### src/rtl/riscv_mem_arbiter_pkg.sv
// riscv_mem_arbiter_pkg: MemOp encodings, bus width
// and arbiter state encodings shared by the arbiter.
package riscv_mem_arbiter_pkg;

  localparam int MEMOP_BUS_W = 3;

  typedef logic [MEMOP_BUS_W-1:0] memop_t;

  localparam memop_t MEMOP_B  = 3'b000;
  localparam memop_t MEMOP_H  = 3'b001;
  localparam memop_t MEMOP_W  = 3'b010;
  localparam memop_t MEMOP_BU = 3'b100;
  localparam memop_t MEMOP_HU = 3'b101;

  typedef enum logic [1:0] {
    ST_IDLE,
    ST_BUSY_IF,
    ST_BUSY_LS,
    ST_RESP
  } arb_state_t;

  function automatic logic memop_is_b(memop_t op);
    return op[1:0] == MEMOP_B[1:0];
  endfunction

  function automatic logic memop_is_h(memop_t op);
    return op[1:0] == MEMOP_H[1:0];
  endfunction

endpackage

### src/rtl/riscv_mem_arbiter_if.sv
// riscv_mem_arbiter_if: single-port memory bus,
// master = arbiter side, slave = memory side.
interface riscv_mem_arbiter_if;

  logic        mem_req;
  logic        mem_we;
  logic [31:0] mem_addr;
  logic [3:0]  mem_wstrb;
  logic [31:0] mem_wdata;
  logic        mem_ready;
  logic [31:0] mem_rdata;

  modport master (
    output mem_req, mem_we, mem_addr,
    output mem_wstrb, mem_wdata,
    input  mem_ready, mem_rdata
  );

  modport slave (
    input  mem_req, mem_we, mem_addr,
    input  mem_wstrb, mem_wdata,
    output mem_ready, mem_rdata
  );

endinterface

### src/rtl/riscv_mem_arbiter_lsu_align.sv
// riscv_lsu_align: store lane shifting and load extension.
// Macro MEM_ALIGN_CHECK_EN enables the misalign flag.
module riscv_lsu_align
  import riscv_mem_arbiter_pkg::*;
(
  input  memop_t      memop,
  input  logic [1:0]  off,
  input  logic [31:0] st_data,
  input  logic [31:0] ld_data,
  output logic [3:0]  wstrb,
  output logic [31:0] wdata,
  output logic [31:0] rdata,
  output logic        misalign
);

  logic [7:0]  ld_b;
  logic [15:0] ld_h;
  logic        sx;

  assign ld_b = 8'(ld_data >> {off, 3'b000});
  assign ld_h = 16'(ld_data >> {off[1], 4'b0000});
  assign sx   = ~memop[2];

  // size decode: byte, half, everything else is a word
  always_comb begin
    wstrb = 4'b1111;
    wdata = st_data;
    rdata = ld_data;
    unique case (1'b1)
      memop_is_b(memop): begin
        wstrb = 4'b0001 << off;
        wdata = {4{st_data[7:0]}};
        rdata = {{24{sx & ld_b[7]}}, ld_b};
      end
      memop_is_h(memop): begin
        wstrb = off[1] ? 4'b1100 : 4'b0011;
        wdata = {2{st_data[15:0]}};
        rdata = {{16{sx & ld_h[15]}}, ld_h};
      end
      default: ;
    endcase
  end

`ifdef MEM_ALIGN_CHECK_EN
  assign misalign = memop_is_b(memop) ? 1'b0 :
                    memop_is_h(memop) ? off[0] : |off;
`else
  assign misalign = 1'b0;
`endif

endmodule

### src/rtl/riscv_mem_arbiter.sv
// riscv_mem_arbiter: IFU/LSU arbiter for one memory port.
// Macro MEM_ALIGN_CHECK_EN rejects misaligned LSU accesses.
module riscv_mem_arbiter
  import riscv_mem_arbiter_pkg::*;
#(
  parameter int MAX_LSU_BURST = 4,
  parameter int TIMEOUT       = 64
) (
  input  logic        clk,
  input  logic        rst,
  input  logic        ifu_req,
  input  logic [31:0] ifu_addr,
  output logic        ifu_valid,
  output logic [31:0] ifu_rdata,
  output logic        ifu_err,
  input  logic        lsu_req,
  input  logic        lsu_we,
  input  memop_t      lsu_memop,
  input  logic [31:0] lsu_addr,
  input  logic [31:0] lsu_wdata,
  output logic        lsu_valid,
  output logic [31:0] lsu_rdata,
  output logic        lsu_err,
  riscv_mem_arbiter_if.master mem,
  output logic        stall_if,
  output logic        stall_mem
);

  arb_state_t  state, state_nxt;
  logic [3:0]  burst_cnt;
  logic [7:0]  tmo_cnt;
  memop_t      ls_op;
  logic [1:0]  ls_off;
  logic        ls_we;
  logic        grant_ls, grant_if;
  logic        tmo_hit, busy_done;
  memop_t      al_op;
  logic [1:0]  al_off;
  logic [3:0]  al_wstrb;
  logic [31:0] al_wdata, al_rdata;
  logic        ls_bad;

  assign grant_ls = lsu_req &
    ~(ifu_req & (burst_cnt == 4'(MAX_LSU_BURST)));
  assign grant_if = ifu_req & ~grant_ls;

  assign tmo_hit   = tmo_cnt == 8'(TIMEOUT - 1);
  assign busy_done = mem.mem_ready | tmo_hit;

  assign al_op  = (state == ST_IDLE) ? lsu_memop : ls_op;
  assign al_off = (state == ST_IDLE) ? lsu_addr[1:0] : ls_off;

  assign stall_if  = ifu_req & ~ifu_valid;
  assign stall_mem = lsu_req & ~lsu_valid;

  riscv_lsu_align u_align (
    .memop    (al_op),
    .off      (al_off),
    .st_data  (lsu_wdata),
    .ld_data  (mem.mem_rdata),
    .wstrb    (al_wstrb),
    .wdata    (al_wdata),
    .rdata    (al_rdata),
    .misalign (ls_bad)
  );

  // state register
  always_ff @(posedge clk) begin
    if (rst) state <= ST_IDLE;
    else     state <= state_nxt;
  end

  // next-state: grant in IDLE, finish on ready/timeout
  always_comb begin
    state_nxt = state;
    unique case (state)
      ST_IDLE: begin
        if (grant_ls)
          state_nxt = ls_bad ? ST_RESP : ST_BUSY_LS;
        else if (grant_if)
          state_nxt = ST_BUSY_IF;
      end
      ST_BUSY_IF,
      ST_BUSY_LS: if (busy_done) state_nxt = ST_RESP;
      default:    state_nxt = ST_IDLE;
    endcase
  end

  // anti-starvation burst counter and access watchdog
  always_ff @(posedge clk) begin
    if (rst) begin
      burst_cnt <= '0;
      tmo_cnt   <= '0;
    end else begin
      if (state == ST_IDLE) begin
        if (!ifu_req || grant_if)
          burst_cnt <= '0;
        else if (grant_ls && !ls_bad)
          burst_cnt <= burst_cnt + 4'd1;
      end
      if (state == ST_BUSY_IF || state == ST_BUSY_LS)
        tmo_cnt <= tmo_cnt + 8'd1;
      else
        tmo_cnt <= '0;
    end
  end

  // registered bus and response outputs
  always_ff @(posedge clk) begin
    if (rst) begin
      mem.mem_req   <= 1'b0;
      mem.mem_we    <= 1'b0;
      mem.mem_addr  <= '0;
      mem.mem_wstrb <= '0;
      mem.mem_wdata <= '0;
      ifu_valid     <= 1'b0;
      ifu_rdata     <= '0;
      ifu_err       <= 1'b0;
      lsu_valid     <= 1'b0;
      lsu_rdata     <= '0;
      lsu_err       <= 1'b0;
      ls_op         <= '0;
      ls_off        <= '0;
      ls_we         <= 1'b0;
    end else begin
      ifu_valid <= 1'b0;
      lsu_valid <= 1'b0;
      unique case (state)
        ST_IDLE: begin
          if (grant_ls) begin
            ls_op  <= lsu_memop;
            ls_off <= lsu_addr[1:0];
            ls_we  <= lsu_we;
            if (ls_bad) begin
              lsu_valid <= 1'b1;
              lsu_err   <= 1'b1;
              lsu_rdata <= '0;
            end else begin
              mem.mem_req   <= 1'b1;
              mem.mem_we    <= lsu_we;
              mem.mem_addr  <= lsu_addr & 32'hFFFF_FFFC;
              mem.mem_wstrb <= lsu_we ? al_wstrb : 4'b0000;
              mem.mem_wdata <= al_wdata;
            end
          end else if (grant_if) begin
            mem.mem_req   <= 1'b1;
            mem.mem_we    <= 1'b0;
            mem.mem_addr  <= ifu_addr & 32'hFFFF_FFFC;
            mem.mem_wstrb <= 4'b0000;
            mem.mem_wdata <= '0;
          end
        end
        ST_BUSY_IF: begin
          if (busy_done) begin
            mem.mem_req <= 1'b0;
            ifu_valid   <= 1'b1;
            ifu_err     <= ~mem.mem_ready;
            ifu_rdata   <= mem.mem_ready ? mem.mem_rdata : '0;
          end
        end
        ST_BUSY_LS: begin
          if (busy_done) begin
            mem.mem_req <= 1'b0;
            lsu_valid   <= 1'b1;
            lsu_err     <= ~mem.mem_ready;
            lsu_rdata   <= (mem.mem_ready && !ls_we) ? al_rdata : '0;
          end
        end
        default: ;
      endcase
    end
  end

endmodule

### src/flat_wrapper.sv
// flat-port wrapper written by rule: the top's interface ports become plain ports
module riscv_mem_arbiter_flat import riscv_mem_arbiter_pkg::*;
#(
  parameter int MAX_LSU_BURST = 4,
  parameter int TIMEOUT       = 64
)
  (clk, rst, ifu_req, ifu_addr, ifu_valid, ifu_rdata, ifu_err, lsu_req, lsu_we, lsu_memop, lsu_addr, lsu_wdata, lsu_valid, lsu_rdata, lsu_err, stall_if, stall_mem, mem_mem_req, mem_mem_we, mem_mem_addr, mem_mem_wstrb, mem_mem_wdata, mem_mem_ready, mem_mem_rdata);
  riscv_mem_arbiter_if mem_i ();
  input  logic clk;
  input  logic rst;
  input  logic ifu_req;
  input  logic [31:0] ifu_addr;
  output logic ifu_valid;
  output logic [31:0] ifu_rdata;
  output logic ifu_err;
  input  logic lsu_req;
  input  logic lsu_we;
  input  memop_t lsu_memop;
  input  logic [31:0] lsu_addr;
  input  logic [31:0] lsu_wdata;
  output logic lsu_valid;
  output logic [31:0] lsu_rdata;
  output logic lsu_err;
  output logic stall_if;
  output logic stall_mem;
  output wire logic [$bits(mem_i.mem_req)-1:0] mem_mem_req;
  output wire logic [$bits(mem_i.mem_we)-1:0] mem_mem_we;
  output wire logic [$bits(mem_i.mem_addr)-1:0] mem_mem_addr;
  output wire logic [$bits(mem_i.mem_wstrb)-1:0] mem_mem_wstrb;
  output wire logic [$bits(mem_i.mem_wdata)-1:0] mem_mem_wdata;
  input wire logic [$bits(mem_i.mem_ready)-1:0] mem_mem_ready;
  input wire logic [$bits(mem_i.mem_rdata)-1:0] mem_mem_rdata;
  assign mem_mem_req = mem_i.mem_req;
  assign mem_mem_we = mem_i.mem_we;
  assign mem_mem_addr = mem_i.mem_addr;
  assign mem_mem_wstrb = mem_i.mem_wstrb;
  assign mem_mem_wdata = mem_i.mem_wdata;
  assign mem_i.mem_ready = mem_mem_ready;
  assign mem_i.mem_rdata = mem_mem_rdata;
  riscv_mem_arbiter #(.MAX_LSU_BURST(MAX_LSU_BURST), .TIMEOUT(TIMEOUT)) u_core (.clk(clk), .rst(rst), .ifu_req(ifu_req), .ifu_addr(ifu_addr), .ifu_valid(ifu_valid), .ifu_rdata(ifu_rdata), .ifu_err(ifu_err), .lsu_req(lsu_req), .lsu_we(lsu_we), .lsu_memop(lsu_memop), .lsu_addr(lsu_addr), .lsu_wdata(lsu_wdata), .lsu_valid(lsu_valid), .lsu_rdata(lsu_rdata), .lsu_err(lsu_err), .mem(mem_i), .stall_if(stall_if), .stall_mem(stall_mem));
endmodule
### config.mk
export PLATFORM = sky130hd
export DESIGN_NAME = riscv_mem_arbiter_flat
export DESIGN_NICKNAME = d
export VERILOG_FILES = /design/src/rtl/riscv_mem_arbiter_pkg.sv /design/src/rtl/riscv_mem_arbiter_if.sv /design/src/rtl/riscv_mem_arbiter_lsu_align.sv /design/src/rtl/riscv_mem_arbiter.sv /design/src/flat_wrapper.sv
export SDC_FILE = /design/constraint.sdc
export NUM_CORES = 1
export LEC_CHECK = 0
export CAP_MARGIN = 30
export CORE_AREA = 2 2 97 193
export DETAILED_ROUTE_END_ITERATION = 7
export DIE_AREA = 0 0 99 195
export PLACE_DENSITY_LB_ADDON = 0.08
export SETUP_SLACK_MARGIN = 0.5
export SLEW_MARGIN = 20
export SYNTH_ARGS = -nofsm -noshare
export SYNTH_HDL_FRONTEND = slang
export SYNTH_SLANG_ARGS = --single-unit
### constraint.sdc
create_clock -name clk -period 1.8 [get_ports clk]
set_input_delay 0.18 -clock clk [delete_from_list [all_inputs] [get_ports clk]]
set_output_delay 0.18 -clock clk [all_outputs]
set_load 0.1 [all_outputs]
==> results.cfg, run 1 <==
[worst_setup_path]
cp.arrival_ns = 2.23
critPathLaunchType = register
worstSetupEndpointType = register
r2r_cells = 9
reg2reg_to = u_core.lsu_rdata[25]
crit_fanout = 8
cp.required_ns = 2.12
r2r-start = u_core.state[1]
reg2reg_slack_ns = -0.11
setup.worst_path.class = reg2reg

[power_and_ir_drop]
pwr-share-clk = 0.173
p_sw_mw = 9.78
p_comb_frac = 0.598
irDropWorstVdd_uv = 969
powerDensity_mw_per_mm2 = 1690
total_power_mw = 20.1
p_int_mw = 10.3
swShare = 0.487
seqPwrFrac = 0.229
power.leakage_nw = 4.91

[synthesis]
synthTopCellsByCount = 156 x dfxtp_1, 126 x nor2_1, 103 x nand2_1, 57 x a21oi_1, 56 x a22oi_1
avgSynthCellArea_um2 = 8.66
yosys_warnings = 0
synth_flop_cell = dfxtp_1
synthCells = 793
yosysSeqAreaShare = 0.455
synth-compound-area-share = 0.235
synthArstFlopShare = 0
synthMuxAreaShare = 0.0527
synth_top_area_cell = dfxtp_1
synth_xor_area_frac = 0.0102
synth_top_family_by_area = compound AO/OA/AOI/OAI gates
synth-simple-area-share = 0.182
synth_seq_cells = 156
synthTopCellsByArea = dfxtp_1 45%, nor2_1 6.9%, a22oi_1 6.1%
synth_fa_ha_area_frac = 0.0128
synthMostInstantiatedCell = dfxtp_1
synth-edff-count = 0
ys_types = 59
synth_area_mm2 = 0.00687
yosysTopAreaCellShare = 0.455

[finish]
layout.nets = 1285
nFillCells = 1459
area_growth_syn_to_layout_pct = 73.4
design_area_mm2 = 0.0119
diodes = 0
fin_util = 0.673
drive_gt1_frac = 0.375

[worst_hold_path]
whs_endpoint = u_core.lsu_valid
min_path_type = in2reg
hold_start = rst
hold_depth = 3

[route]
viasPerCell = 5.41
num_vias = 7392
drt_wl_total_mm = 26.0
routedWlPerCell_um = 19.1
route.detailed.drc = 0
ant_nets = 0
drt_iter0_markers = 199
first_pass_iters = 5

[timing]
final-hold-violation-count = 0
slew_violations = 0
relSlewSlack = 0.549
fmax_mhz = 524
hold_ws_ns = 0.262
period_needed_ns = 1.91
clock-skew-final_ns = 0.00614
rsz0062_at_grt = yes
period_share = 1.06
worstMarginPinSlew_ns = 0.677
finalSetupViolations = 77
setup_slack_ns = -0.108

[global_route]
overflow = 0
grt_busiest_layer = met2
grt.total_usage = 0.262
antenna_found_initial = 0
met2_usage = 0.481
grt_max_degree = 119
grt_pass1_vias = 7256
grt_pass1_wl_mm = 39.5
met3_usage = 0.0587
met1_usage = 0.268

[clock_network]
root_buffer = clkbuf_16
ctsHtreeMaxLevel = 4
cts_buffer_depth = 2
ctsHoldBuffers = 0
cts_buffers = 17
clock_latency_ns = 0.43
clk_pin_slew_ns = 0.06
cts.sink_count = 156
cts_tree = yes

[floorplanning]
chipWidth_um = 99
start_util = 0.388
rows = 69
die_h_um = 195
pin_count = 277
core_area_mm2 = 0.0177
dieArea_mm2 = 0.0193

[place]
post-dp-hpwl_mm = 17.8
pre_cts_ws_ns = -0.169
placed_area_mm2 = 0.0101
port_buffers = 272
gp_congestion = 0.861

[status]
violations = setup timing
outcome = finished, violations left

[run]
max-cap-violations = 0
[per-stage QoR]
stage               TNS [ns]  cells
finish                 -4.43   1367
global route          -13.75   1367
CTS                    -5.04   1349
detailed placement     -6.41   1277
global placement       -4.69   1277
floorplan             -0.140    794
[power groups by stage]
stage | combinational (mW) | sequential [mW] | clock [mW]
5_1_grt | 12.6 | 4.67 | 3.65
6_report | 12.0 | 4.59 | 3.48
3_5_place_dp | 10.2 | 4.63 | 0
4_1_cts | 11.4 | 4.57 | 3.54
2_1_floorplan | 3.29 | 9.01 | 0
3_3_place_gp | 10.2 | 4.61 | 0
[routing by layer]
metal / up-vias / share of wire
met5: - / 0
met4: 0 / 0.060
met3: 65 / 0.055
met2: 288 / 0.54
met1: 3507 / 0.34
li1: 3532 / -
[state kept, by name, summed over array words and instances, names as in the netlist]
signal,flops
u_core.burst_cnt,4
u_core.ifu_err,1
u_core.ifu_rdata,32
u_core.ifu_valid,1
u_core.ls_off,2
u_core.ls_op,3
u_core.ls_we,1
u_core.lsu_err,1
u_core.lsu_rdata,32
u_core.lsu_valid,1
u_core.mem.mem_addr,30
u_core.mem.mem_req,1
u_core.mem.mem_wdata,32
u_core.mem.mem_we,1
u_core.mem.mem_wstrb,4
u_core.state,2
u_core.tmo_cnt,8
[cell families (layout without fill, tap and decap cells)]
group,after synthesis,in the layout
fa+ha+maj,7,7
xor+xnor,8,8
buf+inv,74,431
compound gates,223,224
mux,32,32
other cells,1,2
simple gates,292,294
flops,156,156
[critical path, stage by stage, from the launching register on]
cell and delay (ns):
dfxtp_2 0.32, inv_2 0.07, ha_4 0.24, buf_4 0.15, mux2i_2 0.21, nand2_1 0.11, a22oi_4 0.25, o21ba_4 0.26
buf_6 0.13, o21ai_2 0.05
[worst max-delay path by stage]
stage | start | slack (ns) | endpoint
global route | u_core.state[1] | -0.22 | u_core.mem.mem_wdata[13]
finish | u_core.state[1] | -0.11 | u_core.lsu_rdata[25]
floorplan | u_core.state[1] | -0.01 | u_core.lsu_rdata[21]
global placement | lsu_addr[0] | -0.14 | u_core.lsu_rdata[19]
CTS | u_core.state[0] | -0.11 | u_core.lsu_rdata[21]
detailed placement | lsu_addr[0] | -0.17 | u_core.lsu_rdata[15]
[placed cells by master, fill, tap and decap left out, types with 5 or more instances in the layout]
cell type and count:
a22o_1 7, mux2i_2 5, o21ai_2 17, clkinvlp_4 6, a311oi_1 29, inv_1 5, mux2_2 7, nand3_1 33
nor2_1 124, a211oi_1 7, buf_6 46, clkbuf_16 18, nor2_4 5, mux2i_1 14, dfxtp_2 6, buf_12 22
a21oi_1 50, clkdlybuf4s50_1 131, buf_4 179, o21ai_1 10, nand2_1 97, a22oi_1 15, o221ai_1 6, xor2_1 5
a21oi_2 6, buf_16 5, a22oi_2 41, dfxtp_1 148, buf_8 5, a2bb2oi_1 6
[repair_timing]
item	CTS	global route
endpoints found under the hold margin	0	0
cloned	8	1
setup buffers	32	17
pin swaps	18	47
resized for setup	88	79
endpoints found under the setup margin	153	162
[cell type report]
class                      count  area, um^2  share of cell area
multi-input combinational    567        4040               0.339
timing repair buffer         391        3870               0.325
sequential                   156        3140               0.264
clock buffer                  22         474              0.0398
tap                          213         267              0.0224
clock inverter                10        91.3             0.00767
inverter                       8        33.8             0.00284
(Power assumes the default switching activity.)
==> run 2, diff against run 1 <==
--- a/config.mk
+++ b/config.mk
@@ -7,6 +7,8 @@
 export LEC_CHECK = 0
 export CAP_MARGIN = 30
 export CORE_AREA = 2 2 97 193
+export CTS_BUF_LIST = sky130_fd_sc_hd__clkbuf_8 sky130_fd_sc_hd__clkbuf_16
+export CTS_CLUSTER_SIZE = 25
 export DETAILED_ROUTE_END_ITERATION = 7
 export DIE_AREA = 0 0 99 195
 export PLACE_DENSITY_LB_ADDON = 0.08
==> run 2 against run 1 <==
  * Combinational power about the same
  * Register-to-register slack about the same
  * Largest cell class unchanged
  * The run still ends with setup timing left
  * Critical path depth unchanged
  * Sequential share of layout area unchanged
  * Count of clock-buffer cells in the layout decreased by 2
  * Die area unchanged
  * Worst hold slack improved by 0.0030 ns
  * Via count about the same
  * Worst setup slack got worse by 0.00090 ns
==> results.cfg, run 2 (same netlist as run 1, synthesis figures left out) <==
[status]
outcome = finished, violations left
violations = setup timing

[clock_network]
ctsHtreeMaxLevel = 4
ctsHoldBuffers = 0
cts_buffers = 17
root_buffer = clkbuf_16
cts.sink_count = 156
cts_buffer_depth = 2
cts_tree = yes
clk_pin_slew_ns = 0.06
clock_latency_ns = 0.43

[finish]
top_regs = u_core.ifu_rdata x32, u_core.lsu_rdata x32, u_core.mem.mem_wdata x32
diodes = 0
nFillCells = 1459
mostFrequentLayoutCell = buf_4
drive_gt1_frac = 0.375
fin_util = 0.673
layout.nets = 1285
final_cell_mix = 179 x buf_4, 148 x dfxtp_1, 131 x clkdlybuf4s50_1
area_growth_syn_to_layout_pct = 73.4
design_area_mm2 = 0.0119

[power_and_ir_drop]
irDropWorstVdd_uv = 969
powerDensity_mw_per_mm2 = 1690
power.leakage_nw = 4.92
total_power_mw = 20.1

[route]
num_vias = 7398
drt_wl_total_mm = 26.1
ant_nets = 0
drt_iter0_markers = 189
routedWlPerCell_um = 19.1
viasPerCell = 5.41
route.detailed.drc = 0
first_pass_iters = 5

[worst_setup_path]
setup.worst_path.class = reg2reg
r2r_cells = 9
cp_num_cells = 9
crit_slowest_cell = dfxtp_2
cp.required_ns = 2.12
path_delay_family = compound AO/OA/AOI/OAI gates
cp_cell_sequence = inv_2 > ha_4 > buf_4 > mux2i_2 > nand2_1 > a22oi_4 > o21ba_4 > buf_6 > o21ai_2
cp.arrival_ns = 2.23
critPathLaunchType = register
worstSetupEndpointType = register
crit_fanout = 8
max_stage_delay_ns = 0.32
cp_num_buf_inv = 3

[floorplanning]
chipWidth_um = 99
start_util = 0.388
die_h_um = 195
pin_count = 277
dieArea_mm2 = 0.0193
core_area_mm2 = 0.0177
rows = 69

[global_route]
grt_max_degree = 119
grt.total_usage = 0.262
grt_pass1_wl_mm = 39.5
overflow = 0
grt_pass1_vias = 7256
antenna_found_initial = 0

[place]
pre_cts_ws_ns = -0.169
port_buffers = 272
post-dp-hpwl_mm = 17.8
gp_congestion = 0.861
placed_area_mm2 = 0.0101

[worst_hold_path]
hold_depth = 3
min_path_type = in2reg

[timing]
relSlewSlack = 0.552
fmax_mhz = 524
slew_violations = 0
setup_tns_ns = -4.51
period_share = 1.06
setup_slack_ns = -0.109
worstMarginPinSlew_ns = 0.671
final-hold-violation-count = 0
clock-skew-final_ns = 0.00814
finalSetupViolations = 78
period_needed_ns = 1.91
rsz0062_at_grt = yes

[run]
max-cap-violations = 0
[run 2: changes by cell type in the layout (fill, tap and decap cells not counted)]
cell / change
clkbuf_1: -2
inv_1: +2
[run 2: timing repair]
item | 4_1_cts | 5_1_grt
endpoints found under the setup margin | 153 | 162
gates resized for setup | 88 | 79
buffers inserted | 32 | 17
cloned | 8 | 1
pin swaps | 18 | 47
[run 2: stage by stage]
step                hold WS (ns)  instances
floorplan                  0.276        794
global placement           0.433       1277
detailed placement         0.433       1277
CTS                        0.305       1349
global route               0.334       1367
finish                     0.265       1367
[run 2: worst min-delay path: stages]
cell	delay, ns
buf_4	0.13
buf_12	0.19
nor2_1	0.14
[run 2: per-layer routing]
layer | share of wire | track usage
met5 | 0 | 0
met2 | 0.54 | 0.481
met3 | 0.055 | 0.0587
met4 | 0.060 | 0.144
met1 | 0.34 | 0.268
[run 2: power by group]
group          switching, mW  total (mW)  internal [mW]
clock                   1.48        3.47           1.99
combinational           7.86        12.0           4.17
sequential             0.447        4.59           4.15
total                   9.78        20.1           10.3
[run 2: worst paths after layout]
path	start	endpoint	slack [ns]
hold / removal	rst	u_core.lsu_valid	0.27
setup reg to reg	u_core.state[1]	u_core.lsu_rdata[25]	-0.11
hold reg to reg	u_core.lsu_rdata[2]	u_core.lsu_rdata[2]	0.44
setup / recovery	u_core.state[1]	u_core.lsu_rdata[25]	-0.11
[run 2: cell type report]
cell class | count | area (um^2) | share of cell area
inverter | 8 | 33.8 | 0.00284
timing repair buffer | 391 | 3870 | 0.325
tap | 213 | 267 | 0.0224
clock inverter | 12 | 98.8 | 0.00830
multi-input combinational | 567 | 4040 | 0.339
sequential | 156 | 3140 | 0.264
clock buffer | 20 | 467 | 0.0392
==> run 3, diff against run 2 <==
--- a/config.mk
+++ b/config.mk
@@ -6,11 +6,11 @@
 export NUM_CORES = 1
 export LEC_CHECK = 0
 export CAP_MARGIN = 30
-export CORE_AREA = 2 2 97 193
-export CTS_BUF_LIST = sky130_fd_sc_hd__clkbuf_8 sky130_fd_sc_hd__clkbuf_16
+export CORE_AREA = 2 2 136 138
+export CTS_CLUSTER_DIAMETER = 50
 export CTS_CLUSTER_SIZE = 25
 export DETAILED_ROUTE_END_ITERATION = 7
-export DIE_AREA = 0 0 99 195
+export DIE_AREA = 0 0 138 140
 export PLACE_DENSITY_LB_ADDON = 0.08
 export SETUP_SLACK_MARGIN = 0.5
 export SLEW_MARGIN = 20
==> run 3 against run 2 <==
  * The flow still finishes with violations (setup timing)
  * Worst hold slack better by 0.050 ns
  * Sequential power about the same
  * Via count down 2.7%
  * Critical endpoint is now u_core.lsu_rdata[10]
  * Combinational power about the same
  * Final cell count down 0.51%
  * First-iteration DRC count up 110%
  * Die area about the same
  * Worst setup slack worse by 0.0013 ns
  * Routed wire length down 3.5%
  * Cell area down 0.85%
  * Largest power group unchanged
  * Core utilization down 0.88 points
  * Highest routed layer unchanged
==> results.cfg, run 3 (same netlist as run 1, synthesis figures left out) <==
[worst_setup_path]
r2r-start = u_core.state[0]
cp.arrival_ns = 2.22
reg2reg_slack_ns = -0.11
critPathLaunchType = register
reg2reg_to = u_core.lsu_rdata[10]
setup.worst_path.class = reg2reg
worstSetupEndpointType = register
cp.required_ns = 2.11
r2r_cells = 9
crit_fanout = 7

[route]
drt_wl_total_mm = 25.2
ant_nets = 0
viasPerCell = 5.29
first_pass_iters = 4
drt_iter0_markers = 405
num_vias = 7195
route.detailed.drc = 0
routedWlPerCell_um = 18.5

[finish]
area_growth_syn_to_layout_pct = 72.0
final_cell_mix = 169 x buf_4, 148 x dfxtp_1, 131 x clkdlybuf4s50_1
layout.nets = 1263
diodes = 0
mostFrequentLayoutCell = buf_4
top_regs = u_core.ifu_rdata x32, u_core.lsu_rdata x32, u_core.mem.mem_wdata x32
drive_gt1_frac = 0.369

[power_and_ir_drop]
powerDensity_mw_per_mm2 = 1700
power.leakage_nw = 4.90
p_sw_mw = 9.74
irDropWorstVdd_uv = 1090
pwr-share-clk = 0.186
p_int_mw = 10.4
p_comb_frac = 0.586
swShare = 0.484
seqPwrFrac = 0.229

[status]
outcome = finished, violations left
violations = setup timing

[clock_network]
root_buffer = clkbuf_16
cts_buffers = 17
clk_pin_slew_ns = 0.06
ctsHtreeMaxLevel = 4
cts.sink_count = 156
clock_latency_ns = 0.43
cts_buffer_depth = 2
cts_tree = yes

[floorplanning]
rows = 49
start_util = 0.386
pin_count = 277
chipWidth_um = 138
dieArea_mm2 = 0.0193
core_area_mm2 = 0.0178
die_h_um = 140

[timing]
rsz0062_at_grt = yes
setup_slack_ns = -0.110
relSlewSlack = 0.619
worstMarginPinSlew_ns = 0.571
hold_ws_ns = 0.315
fmax_mhz = 524
slew_violations = 0
setup_tns_ns = -4.77
clock-skew-final_ns = 0.00784
period_needed_ns = 1.91
period_share = 1.06
final-hold-violation-count = 0
finalSetupViolations = 93

[global_route]
grt_pass1_vias = 6908
antenna_found_initial = 0
grt_pass1_wl_mm = 37.9
grt_max_degree = 119
grt.total_usage = 0.243
overflow = 0

[place]
pre_cts_ws_ns = -0.165
gp_congestion = 0.805
port_buffers = 272
post-dp-hpwl_mm = 16.1

[run]
max-cap-violations = 0

[worst_hold_path]
min_path_type = in2reg
hold_start = rst
hold_depth = 3
whs_endpoint = u_core.lsu_valid
## run 3: metal layers
metal,global-route usage,vias to the layer above,part of all wire
met5,0,-,0
met4,0.0811,0,0.023
met3,0.0595,37,0.065
met2,0.410,257,0.49
met1,0.306,3409,0.42
li1,-,3492,-
## run 3: area by class of cell
type / instances / area (um^2)
fill: 1474 / 5970
multi-input combinational: 565 / 3990
timing repair buffer: 371 / 3750
sequential: 156 / 3140
clock buffer: 21 / 460
tap: 229 / 287
clock inverter: 10 / 141
inverter: 8 / 33.8
## run 3: repair_timing
item                       CTS  global route
hold buffers                 0             0
gates resized for setup     69            86
setup buffers               19             9
pin swaps                   24            54
gates cloned                 7             6
setup endpoints to repair  152           158
## run 3: how the worst max path moves through the flow
stage,startpoint,endpoint,slack [ns],cells past startpoint
after floorplan,u_core.state[1],u_core.lsu_rdata[21],-0.01,10
after global placement,lsu_addr[0],u_core.lsu_rdata[18],-0.13,6
after detailed placement,lsu_addr[0],u_core.lsu_rdata[18],-0.17,6
after CTS,u_core.state[0],u_core.mem.mem_wdata[31],-0.06,9
after global routing,u_core.state[1],u_core.mem.mem_addr[25],-0.22,10
final,u_core.state[0],u_core.lsu_rdata[10],-0.11,9
## run 3: worst max-delay path: stages, from the launching register on
cell and delay (ns):
dfxtp_2 0.33, inv_2 0.05, ha_4 0.19, buf_4 0.15
mux2i_2 0.14, or2_1 0.25, a22oi_4 0.26, buf_6 0.18
o21ai_1 0.07, a22o_1 0.18
## run 3: metrics by stage
stage	cell area (um^2)	total power [mW]	utilization	cells
2_1_floorplan	7220	12.3	-	794
3_3_place_gp	10100	14.8	0.567	1288
3_5_place_dp	10100	14.9	0.567	1288
4_1_cts	11300	19.2	0.633	1345
5_1_grt	11800	20.9	0.664	1360
6_report	11800	20.1	0.664	1360
## run 3: power groups by stage
stage | Sequential (mW) | Clock (mW) | Combinational (mW)
floorplan | 9.01 | 0 | 3.29
global placement | 4.61 | 0 | 10.2
detailed placement | 4.62 | 0 | 10.2
CTS | 4.56 | 3.77 | 10.9
global route | 4.67 | 3.90 | 12.3
finish | 4.59 | 3.73 | 11.8
